`config.mk`:
```
export PLATFORM = sky130hd
export DESIGN_NAME = serializer_frame_ctrl
export DESIGN_NICKNAME = d
export VERILOG_FILES = /design/src/rtl/serializer_frame_ctrl.sv
export SDC_FILE = /design/constraint.sdc
export NUM_CORES = 1
export LEC_CHECK = 0
export CAP_MARGIN = 30
export CELL_PAD_IN_SITES_DETAIL_PLACEMENT = 0
export CELL_PAD_IN_SITES_GLOBAL_PLACEMENT = 2
export CORE_MARGIN = 5
export CORE_UTILIZATION = 31
export CTS_CLUSTER_SIZE = 16
export DETAILED_ROUTE_END_ITERATION = 12
export PLACE_DENSITY_LB_ADDON = 0.1
export REMOVE_ABC_BUFFERS = 1
export SLEW_MARGIN = 20
export SYNTH_ARGS = -nofsm -noshare
export SYNTH_HDL_FRONTEND = slang
export SYNTH_SLANG_ARGS = --single-unit
```
`constraint.sdc`:
```
create_clock -name clk -period 1.84 [get_ports clk]
set_input_delay 0.276 -clock clk [delete_from_list [all_inputs] [get_ports clk]]
set_output_delay 0.276 -clock clk [all_outputs]
set_load 0.02 [all_outputs]
```
`src/rtl/serializer_frame_ctrl.sv`:
```
// Byte scheduler in front of the 8-bit serializer: packs 12-bit I/Q pairs into
// 4-byte frames (sync, I hi, I lo/Q hi, Q lo) and inserts fill bytes when idle.
module serializer_frame_ctrl #(
  parameter logic [7:0] SYNC_BYTE = 8'hA5,
  parameter logic [7:0] FILL_BYTE = 8'h00
) (
  input  logic        clk,
  input  logic        rst,
  input  logic        en,
  input  logic        sample_valid,
  input  logic [11:0] sample_i,
  input  logic [11:0] sample_q,
  output logic        sample_ready,
  input  logic        dr,
  output logic [7:0]  data,
  output logic        oe,
  output logic [15:0] frames_sent
);

  localparam logic [2:0] StOff   = 3'd0;
  localparam logic [2:0] StFill  = 3'd1;
  localparam logic [2:0] StSync  = 3'd2;
  localparam logic [2:0] StIHi   = 3'd3;
  localparam logic [2:0] StIqMid = 3'd4;
  localparam logic [2:0] StQLo   = 3'd5;

  logic [2:0]  state_q, state_d;
  logic [7:0]  data_q, data_d;
  logic        oe_q, oe_d;
  logic [11:0] buf_i_q, buf_i_d, buf_q_q, buf_q_d;
  logic        buf_full_q, buf_full_d;
  logic [11:0] fr_i_q, fr_i_d, fr_q_q, fr_q_d;
  logic [15:0] frames_q, frames_d;
  logic        accept, enter_sync, frame_done;

  always_comb begin
    state_d = state_q;
    case (state_q)
      StOff: begin
        if (en) state_d = StFill;
      end
      StFill: begin
        if (dr) begin
          if (!en)            state_d = StOff;
          else if (buf_full_q) state_d = StSync;
        end
      end
      StSync:  if (dr) state_d = StIHi;
      StIHi:   if (dr) state_d = StIqMid;
      StIqMid: if (dr) state_d = StQLo;
      StQLo: begin
        // en is only honoured once the frame is complete
        if (dr) begin
          if (!en)             state_d = StOff;
          else if (buf_full_q) state_d = StSync;
          else                 state_d = StFill;
        end
      end
      default: state_d = StOff;
    endcase
  end

  assign accept     = sample_valid && !buf_full_q;
  assign enter_sync = (state_d == StSync) && (state_q != StSync);
  assign frame_done = (state_q == StQLo) && dr;

  always_comb begin
    buf_i_d    = accept ? sample_i : buf_i_q;
    buf_q_d    = accept ? sample_q : buf_q_q;
    // enter_sync requires a full buffer, so it can never coincide with accept
    buf_full_d = enter_sync ? 1'b0 : (accept ? 1'b1 : buf_full_q);
    fr_i_d     = enter_sync ? buf_i_q : fr_i_q;
    fr_q_d     = enter_sync ? buf_q_q : fr_q_q;
    frames_d   = frame_done ? frames_q + 16'd1 : frames_q;
    oe_d       = (state_d != StOff);
  end

  always_comb begin
    data_d = FILL_BYTE;
    case (state_d)
      StSync:  data_d = SYNC_BYTE;
      StIHi:   data_d = fr_i_d[11:4];
      StIqMid: data_d = {fr_i_d[3:0], fr_q_d[11:8]};
      StQLo:   data_d = fr_q_d[7:0];
      default: data_d = FILL_BYTE;
    endcase
  end

  always_ff @(posedge clk) begin
    if (rst) begin
      state_q    <= StOff;
      data_q     <= FILL_BYTE;
      oe_q       <= 1'b0;
      buf_i_q    <= '0;
      buf_q_q    <= '0;
      buf_full_q <= 1'b0;
      fr_i_q     <= '0;
      fr_q_q     <= '0;
      frames_q   <= '0;
    end else begin
      state_q    <= state_d;
      data_q     <= data_d;
      oe_q       <= oe_d;
      buf_i_q    <= buf_i_d;
      buf_q_q    <= buf_q_d;
      buf_full_q <= buf_full_d;
      fr_i_q     <= fr_i_d;
      fr_q_q     <= fr_q_d;
      frames_q   <= frames_d;
    end
  end

  assign sample_ready = !buf_full_q;
  assign data         = data_q;
  assign oe           = oe_q;
  assign frames_sent  = frames_q;

endmodule
```
==> metrics.txt, run 1 <==
vias in the first global route=2420; reg2reg setup slack=0.22 ns; RSZ-0062 raised after global routing=no; # rows=35; highest-count cells in the layout ignoring fill and taps=nand2_1 (83), dfxtp_1 (77), clkdlybuf4s50_1 (52); yosys warns=0; pin count of the biggest net entering global routing=35; Total Routing Usage GR=0.128; die width=108 um; drt first pass iters=4; crit path DAT=1.95 ns; Setup Crit Path Kind=in2reg; relative slew slack=0.759; Cell Area, Synth=2970 um2; die footprint=11600 um2; area delta synth->final=36.1%; DRT antenna net count=0; # hold bufs at CTS=0; GP Congestion=0.788; Post-DP Area=3800 um2; max-slew violations=0; Worst-Margin Slew=0.362 ns; initial antenna violation count=0; Routed WL per cell=12.8 um; fraction of layout cells with a size suffix above 1=0.132; Top Ports=55; cts bufs inserted=9; Tmin final=1.73 ns; Reg clk slew, reported paths=0.08 ns; Nets=448; Worst R2R Path Depth=5; Initial Utilization=0.320; sequential area share after synthesis=0.519; pwr/cell area=869 nW/um2; worst setup path startpoint=dr; Crit path required time=2.06 ns; Period Utilization, post-route=0.939; final worst slack=0.113 ns; Placed Cells incl. Taps=536; reg2reg end=data[2]; post-placement setup slack=-0.255 ns; Fmax=0.579 GHz; CORE AREA=9280 um2; CTS max path bufs=2; ys flop type=dfxtp_1; Finished Cell Area=4040 um2; commonest non-fill, non-tap cell in the layout=nand2_1; DRC viols=0; clk_lat worst skew=0.35 ns; status=completed; first-pass GRT wire length=11700 um; Detailed Place HPWL=5020 um; LEAKAGE=1.56 nW; Fin. Hold Viols=0; Post-synth ARST share=0; residual overflow from global routing=0; Die H=108 um; Pwr Total=3.51 mW; CTS tree=done; Final Non-Filler Cells=552; H-tree depth=3; #FFs+latches synth=77; Final Setup Violations=0; DR iter-0 viols=93; routed wire length=7040 um; nature of the critical path startpoint=input port; Netlist cell types=38; Mapped Avg Cell Area=8.66 um2; CP Capture Point=data[2]; port buffer count=54; maxcap violations=0; Vias=2502; Synth Instances=343; Hold WC Path Type=in2reg; CTS Root Cell=clkbuf_8; EDFF count, synth=0; Finished Core Util=0.435; Clock Skews=0.00747 ns; clock net sink count=77; Worst VDD drop=0.000386 V; vias per inst=4.53; n_diodes=0; CP endpoint kind=flip-flop; Critical R2R Launch=state_q[1]; critical path peak fanout=8
Yosys cell counts (2+ instances only):
cell type | number | area share
dfxtp_1 | 77 | 0.52
xor2_1 | 5 | 0.015
a21o_1 | 2 | 0.0051
a22oi_1 | 4 | 0.010
inv_1 | 4 | 0.0051
nand3_1 | 4 | 0.0067
o21ai_1 | 3 | 0.0051
buf_6 | 2 | 0.0076
o221ai_1 | 4 | 0.012
clkbuf_1 | 16 | 0.020
a22o_1 | 4 | 0.012
or3_1 | 4 | 0.0084
nor2b_1 | 9 | 0.019
nor2_1 | 29 | 0.037
and3_1 | 3 | 0.0063
o21ai_0 | 4 | 0.0067
xnor2_1 | 6 | 0.018
nor3_1 | 5 | 0.0084
nand2_1 | 83 | 0.10
mux2_4 | 4 | 0.020
mux2i_1 | 10 | 0.034
a21oi_1 | 43 | 0.072
nand4_1 | 3 | 0.0063
flip-flops by register name, indices dropped and copies added (netlist names):
signal	flops
buf_i_q	12
data	8
oe	1
buf_full_q	1
state_q	3
buf_q_q	12
frames_sent	16
fr_i_q	12
fr_q_q	12
stage by stage:
stage               hold slack (ns)  setup TNS [ns]
floorplan                     0.345          -0.559
global placement              0.444           -5.43
detailed placement            0.445           -5.75
CTS                           0.295               0
global route                  0.325               0
finish                        0.303               0
cell families (layout without fill, tap and decap cells):
| kind of cell | count (synthesis) | count (layout) | share of synthesized area |
|---|---|---|---|
| buf+inv | 24 | 104 | 0.0371 |
| mux | 15 | 15 | 0.0577 |
| fa+ha+maj | 1 | 1 | 0.00421 |
| xor+xnor | 11 | 11 | 0.0324 |
| flops | 77 | 77 | 0.519 |
| compound gates | 67 | 67 | 0.132 |
| simple gates | 148 | 148 | 0.218 |
worst min path at each step:
stage | start | endpoint | cells after the start | slack [ns]
after floorplan | rst | buf_i_q[0] | 1 | 0.35
after global placement | buf_q_q[6] | fr_q_q[6] | 2 | 0.44
after detailed placement | buf_i_q[8] | fr_i_q[8] | 2 | 0.44
after CTS | rst | frames_sent[1] | 2 | 0.30
after global routing | rst | frames_sent[1] | 2 | 0.33
final | rst | frames_sent[1] | 2 | 0.30
area by class of cell:
cell class,instances,area (um2)
Sequential cell,77,1540
Clock buffer,10,128
Inverter,4,15.0
Fill cell,988,5240
Multi-Input combinational cell,242,1320
Timing Repair Buffer,84,763
Tap cell,129,161
Clock inverter,6,111
where the power goes:
group / total (mW) / leakage, nW / internal [mW] / switching (mW)
sequential: 1.73 / 0.625 / 1.70 / 0.0209
clock: 1.53 / 0.116 / 0.902 / 0.628
combinational: 0.256 / 0.815 / 0.130 / 0.126
timing repair:
action	CTS	global route
resized for setup	0	1
buffers inserted	0	0
endpoints found under the setup margin	0	1
critical path: stages:
cell and delay, ns:
clkdlybuf4s50_1 0.53, nand2_2 0.07, or3_1 0.34, buf_4 0.19, mux2_4 0.31, o21ai_1 0.12, o221ai_1 0.11
metal layers:
| layer | global-route usage | share of wire |
|---|---|---|
| met5 | 0 | 0 |
| met3 | 0.0306 | 0.046 |
| met1 | 0.169 | 0.49 |
| met2 | 0.201 | 0.44 |
| met4 | 0.0487 | 0.016 |
(Power assumes the default switching activity.)
==> run 2, diff against run 1 <==
--- a/config.mk
+++ b/config.mk
@@ -10,7 +10,7 @@
 export CELL_PAD_IN_SITES_GLOBAL_PLACEMENT = 2
 export CORE_MARGIN = 5
 export CORE_UTILIZATION = 31
-export CTS_CLUSTER_SIZE = 16
+export CTS_CLUSTER_SIZE = 25
 export DETAILED_ROUTE_END_ITERATION = 12
 export PLACE_DENSITY_LB_ADDON = 0.1
 export REMOVE_ABC_BUFFERS = 1
==> results of run 2 <==
The final DEF is identical to that of run 1; final timing and power are the same.
==> run 3, diff against run 2 <==
--- a/config.mk
+++ b/config.mk
@@ -8,7 +8,6 @@
 export CAP_MARGIN = 30
 export CELL_PAD_IN_SITES_DETAIL_PLACEMENT = 0
 export CELL_PAD_IN_SITES_GLOBAL_PLACEMENT = 2
-export CORE_MARGIN = 5
 export CORE_UTILIZATION = 31
 export CTS_CLUSTER_SIZE = 25
 export DETAILED_ROUTE_END_ITERATION = 12
==> run 3 against run 2 <==
Net effect:
- worst setup slack worse by 0.011 ns
- die area down 14%
- via count down 1.9%
- fmax down 0.64%
- final area down 1.6%
- clock power down 18%
- sequential cell count unchanged
- critical path depth unchanged
- utilization down 0.51 points
- register-to-register slack better by 0.03 ns
- cell count down 0.91%
- critical path type unchanged
- largest cell class unchanged
- largest power group unchanged
==> metrics.txt, run 3 (synthesis results as in run 1) <==
Internal=2.49 mW; cts bufs inserted=9; nature of the critical path startpoint=input port; clk_lat worst skew=0.34 ns; hold endpoint=fr_i_q[3]; min-delay src=rst; Top Ports=55; Crit path required time=2.05 ns; multi-input logic area=1320 um2; Vias=2455; Detailed Place HPWL=4650 um; Fin. Hold Viols=0; vias in the first global route=2356; Worst R2R Path Depth=6; switching share of power=0.232; hold path depth=2; n_diodes=0; Fill cells=949; highest-count cells in the layout ignoring fill and taps=nand2_1 (83), dfxtp_1 (77), clkdlybuf4s50_1 (52); Pwr Total=3.24 mW; pin count of the biggest net entering global routing=29; Period Utilization, post-route=0.945; setup TNS=0 ns; share of total power in sequential cells=0.532; reg2reg end=data[5]; Critical R2R Launch=state_q[0]; Tmin final=1.74 ns; CTS Root Cell=clkbuf_8; relative slew slack=0.779; critical path peak fanout=8; clock net sink count=77; Worst VDD drop=0.000487 V; slowest stage delay, CP=0.53 ns; postcts setup bufs=0; Fmax=0.575 GHz; DRT antenna net count=0; Die H=99.9 um; max-slew violations=0; H-tree depth=3; Nets=444; CP endpoint kind=flip-flop; CTS tree=done; Clock Skews=0.0163 ns; Final Setup Violations=0; status=completed; Total Routing Usage GR=0.149; LEAKAGE=1.52 nW; port buffer count=54; slowest CP cell=clkdlybuf4s50_1; maxcap violations=0; initial antenna violation count=0; max reg flops=16; Initial Utilization=0.321; Routed WL per cell=12.6 um; # hold bufs at CTS=0; Clock power frac=0.388; drt first pass iters=4; crit path DAT=1.95 ns; crit-path cells=clkdlybuf4s50_1 > nand2_2 > or3_1 > buf_4 > mux2_4 > o21ai_1 > o221ai_1; CORE AREA=9240 um2; Comb power frac=0.080; area delta synth->final=33.8%; FF+latch area=1540 um2; commonest non-fill, non-tap cell in the layout=nand2_1; first-pass GRT wire length=11500 um; sw power=0.753 mW; routed wire length=6880 um; Reg clk slew, reported paths=0.08 ns; die footprint=9980 um2; Worst-Margin Slew=0.332 ns; # rows=35; reg2reg setup slack=0.25 ns; RSZ-0062 raised after global routing=no; CTS max path bufs=2; DR iter-0 viols=46; GP Congestion=0.729; vias per inst=4.49; Hold WC Path Type=in2reg; residual overflow from global routing=0; Setup Crit Path Kind=in2reg; die width=99.9 um; fraction of layout cells with a size suffix above 1=0.122; pwr/cell area=816 nW/um2; DRC viols=0
[run 3: cell count changes in the layout (fill, tap and decap cells not counted)]
cell,previous run,this run
buf_12,0,1
buf_4,30,25
bufinv_16,3,1
clkbuf_8,9,10
clkinv_2,1,2
clkinvlp_4,1,0
[run 3: worst max-delay path: cells and delay by family]
| family | cells | cell delay, ns |
|---|---|---|
| multiplexers | 1 | 0.31 |
| buffers and inverters | 2 | 0.72 |
| AND/OR/NAND/NOR | 2 | 0.41 |
| AO/OA/AOI/OAI | 2 | 0.23 |
[run 3: power by group through the flow]
stage                     Combinational [mW]  Sequential [mW]  Clock (mW)
after global placement                 0.264             1.76           0
final                                  0.259             1.72        1.26
after global routing                   0.291             1.73        1.37
after floorplan                       0.0911             1.77           0
after CTS                              0.266             1.72        1.30
after detailed placement               0.265             1.76           0
[run 3: how the worst max path moves through the flow]
stage,to,slack [ns],from,cells after the start
5_1_grt,data[7],0.05,dr,7
2_1_floorplan,data[0],-0.13,state_q[0],5
6_report,data[5],0.10,dr,7
3_3_place_gp,data[2],-0.22,dr,7
3_5_place_dp,data[5],-0.27,dr,7
4_1_cts,sample_ready,0.06,buf_full_q,3
[run 3: final cells by class]
cell class	count	area share
Tap cell	129	0.0406
Multi-Input combinational cell	242	0.332
Inverter	4	0.00378
Clock inverter	4	0.0123
Timing Repair Buffer	80	0.188
Clock buffer	11	0.0356
Sequential cell	77	0.388
[run 3: metal layers]
metal / up-vias / routed length (um) / GRT usage
met5: - / 0 / 0
met4: 0 / 61 / 0.0373
met3: 6 / 289 / 0.0467
met2: 47 / 3080 / 0.237
met1: 1115 / 3450 / 0.196
li1: 1287 / - / -
[run 3: through the flow]
stage | setup WS, ns | util | std cells | hold slack, ns | instance area [um2]
3_5_place_dp | -0.265 | 0.409 | 532 | 0.447 | 3780
4_1_cts | 0.0638 | 0.430 | 547 | 0.298 | 3970
5_1_grt | 0.0456 | 0.430 | 547 | 0.326 | 3980
6_report | 0.101 | 0.430 | 547 | 0.312 | 3980
3_3_place_gp | -0.225 | 0.409 | 532 | 0.441 | 3780
2_1_floorplan | -0.126 | - | 323 | 0.345 | 2880
[run 3: timing repair]
item / 4_1_cts / 5_1_grt
resized for setup: 0 / 1
setup endpoints to repair: 0 / 1
endpoints found under the hold margin: 0 / 0
